[src/rtl/multi_rate_divider.sv]
// Multi-channel phase-accurate tick generator: each channel accumulates STEP per enabled
// cycle against a run-time period, emitting a one-cycle tick and a toggling square wave on wrap.
module multi_rate_divider #(
   parameter int WIDTH     = 32,
   parameter int CHANNELS  = 4,
   parameter int CHAN_BITS = 2,
   parameter int STEP      = 1
) (
   input  logic                 clock,
   input  logic                 reset,
   input  logic                 cfg_we,
   input  logic [CHAN_BITS-1:0] cfg_chan,
   input  logic [WIDTH-1:0]     cfg_period,
   input  logic                 sync,
   input  logic [CHANNELS-1:0]  enable,
   output logic [CHANNELS-1:0]  tick,
   output logic [CHANNELS-1:0]  wave,
   output logic                 tick_any
);

   // One extra bit so count+STEP never wraps before the compare.
   localparam logic [WIDTH:0] STEP_X = (WIDTH+1)'(STEP);

   logic [CHANNELS-1:0] tick_next;

   for (genvar c = 0; c < CHANNELS; c++) begin : g_chan
      logic [WIDTH-1:0] period_q;
      logic [WIDTH-1:0] period_d;
      logic [WIDTH-1:0] count_q;
      logic [WIDTH-1:0] count_d;
      logic             wave_q;
      logic             wave_d;
      logic             tick_q;
      logic             tick_d;
      logic [WIDTH:0]   sum;
      logic [WIDTH:0]   period_x;
      logic             wr_hit;
      logic             running;

      assign wr_hit   = cfg_we && (cfg_chan == CHAN_BITS'(c));
      assign sum      = {1'b0, count_q} + STEP_X;
      assign period_x = {1'b0, period_q};
      assign running  = enable[c] && (period_q != '0);

      always_comb begin
         period_d = period_q;
         count_d  = count_q;
         wave_d   = wave_q;
         tick_d   = 1'b0;
         if (wr_hit) begin
            period_d = cfg_period;
            count_d  = '0;
            wave_d   = 1'b0;
         end else if (sync) begin
            count_d = '0;
         end else if (running) begin
            if (period_x <= STEP_X) begin
               count_d = '0;
               tick_d  = 1'b1;
               wave_d  = ~wave_q;
            end else if (sum >= period_x) begin
               // Keep the wrap remainder so the long-run rate has no drift.
               count_d = WIDTH'(sum - period_x);
               tick_d  = 1'b1;
               wave_d  = ~wave_q;
            end else begin
               count_d = sum[WIDTH-1:0];
            end
         end
      end

      always_ff @(posedge clock) begin
         if (reset) begin
            period_q <= '0;
            count_q  <= '0;
            wave_q   <= 1'b0;
            tick_q   <= 1'b0;
         end else begin
            period_q <= period_d;
            count_q  <= count_d;
            wave_q   <= wave_d;
            tick_q   <= tick_d;
         end
      end

      assign tick[c]      = tick_q;
      assign wave[c]      = wave_q;
      assign tick_next[c] = tick_d;
   end

   always_ff @(posedge clock) begin
      if (reset) begin
         tick_any <= 1'b0;
      end else begin
         tick_any <= |tick_next;
      end
   end

endmodule
[config.mk]
export PLATFORM = sky130hd
export DESIGN_NAME = multi_rate_divider
export DESIGN_NICKNAME = d
export VERILOG_FILES = /design/src/rtl/multi_rate_divider.sv
export SDC_FILE = /design/constraint.sdc
export NUM_CORES = 1
export LEC_CHECK = 0
export CORE_ASPECT_RATIO = 1.2
export CORE_MARGIN = 5
export CORE_UTILIZATION = 55
export DETAILED_ROUTE_END_ITERATION = 12
export DONT_BUFFER_PORTS = 1
export GPL_TIMING_DRIVEN = 0
export PLACE_DENSITY = 0.81
export SKIP_CTS_REPAIR_TIMING = 1
export SLEW_MARGIN = 20
export SYNTH_ARGS = -nofsm -noshare
export SYNTH_HDL_FRONTEND = slang
export SYNTH_SLANG_ARGS = --single-unit
[constraint.sdc]
create_clock -name clock -period 6 [get_ports clock]
set_input_delay 0.3 -clock clock [delete_from_list [all_inputs] [get_ports clock]]
set_output_delay 0.3 -clock clock [all_outputs]
set_load 0.02 [all_outputs]
==> results.cfg <==
[sta]
finalHoldViolCount = 1
setup_viol = 0
rsz0062_at_grt = false
fmax_mhz = 190
maxSlewViolCount = 0
holdWs_ns = -0.00526
finalClockSkew_ns = 0.0222
fin_crit_sh_pct = 87.9
tns_ns = 0
maxSlewHeadroom_pct = 31.5
period_minus_slack_ns = 5.27
tightest_slew_ns = 1.02

[min_path]
hold_path_depth = 3
min_path_type = in2reg
holdPathEnd = g_chan[2].count_q[6]
hp-start = enable[2]

[synthesis]
async_reset_ff_share_pct = 0
syn_area_um2 = 20100
yosys.cell_types.count = 91
synth_ff_type = dfxtp_1
yosys_warnings = 0
synth_seq_cells = 265
synth_edf_count = 0
synth_nets = 2926
synthCells = 2748
avgSynthCellArea_um2 = 7.32
seq_area_frac_synth_pct = 26.4

[cts]
clockBufferDepth = 3
cts.htree.levels = 1
insertion_delay_ns = 0.58
clk_pin_slew_ns = 0.07
cts_tree = done
cts_sinks = 265
clockRootBuffer = clkbuf_16
numCtsBuffers = 29

[place]
placed_cell_area_um2 = 20700
io_buffers = 0
place.gp.congestion = 0.996
dp_hpwl_mm = 48.0

[cells_and_area]
stdcell_area_um2 = 22100
syn_to_final_growth_pct = 9.74
fin_nets = 2990
mostFrequentLayoutCells = nand2_1 (458), a21oi_1 (318), dfxtp_1 (265), inv_1 (188), o21ai_0 (169)
nFillCells = 3147
final_common_cell = nand2_1
layout-drive-gt1-share_pct = 4.48

[detailed_routing]
wirelength_mm = 63.6
drc = 0
via_count = 20300
ant_nets = 0
firstDrtPassIters = 6
dr.first_iter.drc_count = 2290
drt-vias-per-instance = 6.13
wl_per_cell_um = 19.2

[flow_run]
maxCapViolCount = 0

[critical_path]
path_buf_inv = 3
crit_path_max_incr_delay_ns = 0.59
worst_path_max_delay_cell = or4_1
crit_path_end_kind = flop
rrSetupSlack_ns = 0.73
cp.arrival_ns = 5.71
worstReg2RegEnd = g_chan[3].count_q[20]
cp_max_fo = 10
worstRegToRegCells = 20
critPathTopFamily = simple AND/OR/NAND/NOR gates
critPathLaunchType = flop
worstSetupPathType = reg2reg
r2r_start = g_chan[3].count_q[0]
worstSetupPathDepth = 20
cp_cell_sequence = ha_1 -> nand3_1 -> nor2_1 -> and2_0 -> and2_1 -> nand4_1 -> xnor2_1 -> ha_1 -> clkbuf_1 -> nand4_1 -> nand2b_1 -> or4_1 -> o211ai_1 -> a31oi_1 -> o41ai_4 -> buf_4 -> buf_2 -> nor2_1 -> a21oi_1 -> o21ai_1
cp.required_ns = 6.44

[grt]
grtUsageTotal_pct = 30.1
grt_overflow = 0
antenna_found_initial = 7
grt_first_pass_wirelength_mm = 100
grt_pass1_vias = 19400
grt_max_degree = 16

[floorplan]
core_area_um2 = 36000
start_util_pct = 55.8
dieArea_um2 = 40500
ios = 51
die_h_um = 220
die_w_um = 185
row_count = 76

[run_status]
status = finished with violations
violations = hold timing
[registers in the layout (all words and copies together) (netlist names)]
register         cells
g_chan.count_q     128
tick_any             1
g_chan.wave_q        4
g_chan.tick_q        4
g_chan.period_q    128
[synth_stat cells, types with 6 or more instances]
cell	instances	area [µm²]
nand4_1	65	407
buf_2	12	60.1
nor3_1	45	225
a22o_1	9	78.8
and4_1	16	140
nand2b_1	20	125
a31oi_1	16	100
mux2i_1	34	340
and2_1	19	119
nand2_1	458	1720
nand3_1	75	375
nor2b_1	16	100
a22oi_1	13	97.6
nor2_1	137	514
or2_2	6	37.5
xnor2_1	146	1280
inv_1	188	706
o22ai_1	18	113
ha_1	132	1650
nor4_1	42	263
o21bai_1	18	135
a21o_1	53	398
o21a_1	25	188
buf_4	18	135
or4_1	6	45.0
clkbuf_1	105	394
a21oi_1	318	1590
xor2_1	87	762
and3_1	39	244
o21ai_1	11	55.1
a211oi_1	15	113
o31ai_1	7	52.6
or3_1	8	50.1
dfxtp_1	265	5310
o21ai_0	170	851
a221o_1	7	70.1
o211ai_1	13	97.6
o2bb2ai_1	8	70.1
nor3b_1	9	67.6
[worst reg2reg max path: cells and delay by family, from the launching register on]
kind	cells	cell delay, ns
flops	1	0.43
simple gates	9	2.47
fa+ha+maj	2	0.55
compound gates	5	0.62
xor+xnor	1	0.19
buf+inv	3	0.87
[per-stage QoR]
step	utilization, %	setup WS, ns	hold slack [ns]	cells
floorplan	-	1.80	0.425	2748
global placement	57.5	0.958	0.439	3216
detailed placement	57.5	0.856	0.444	3216
CTS	60.3	0.807	-0.164	3269
global route	61.3	0.406	0.00898	3308
finish	61.3	0.727	-0.00526	3308
[kinds of logic after synthesis]
logic type,Yosys count,synth area share (%)
muxes,35,1.75
and+or+nand+nor,980,23.0
DFF,265,26.4
AOI/OAI and AO/OA,768,23.5
xor gates and xnor gates,233,10.1
buffers and inverters,331,6.70
adders and majority gates,136,8.60
[cell type report]
| type | instances | area [µm²] | share of cell area [%] |
|---|---|---|---|
| clock inverter | 19 | 240 | 1.09 |
| multi-input combinational | 2152 | 13500 | 61.0 |
| antenna | 6 | 15.0 | 0.0680 |
| buffer | 143 | 643 | 2.91 |
| timing repair buffer | 33 | 330 | 1.50 |
| clock buffer | 34 | 785 | 3.55 |
| inverter | 188 | 706 | 3.19 |
| tap | 468 | 586 | 2.65 |
| sequential | 265 | 5310 | 24.0 |
[worst max path at each step]
stage | startpoint | endpoint
2_1_floorplan | g_chan[2].count_q[0] | g_chan[2].count_q[6]
3_3_place_gp | g_chan[3].count_q[0] | g_chan[3].count_q[20]
3_5_place_dp | g_chan[3].count_q[0] | g_chan[3].count_q[20]
4_1_cts | g_chan[3].count_q[0] | g_chan[3].count_q[20]
5_1_grt | g_chan[3].count_q[0] | g_chan[3].count_q[15]
6_report | g_chan[3].count_q[0] | g_chan[3].count_q[20]
[layer usage]
metal | GRT usage [%] | share of wire [%] | vias up
met5 | 0 | 0 | -
met4 | 17.5 | 6.8 | 0
met3 | 4.38 | 6.4 | 229
met2 | 52.0 | 48 | 869
met1 | 35.5 | 39 | 9417
li1 | - | - | 9778
Power is left out: the tool's default activity adds up to more than one toggle a clock period on the data nets, which glitch-free logic cannot reach.
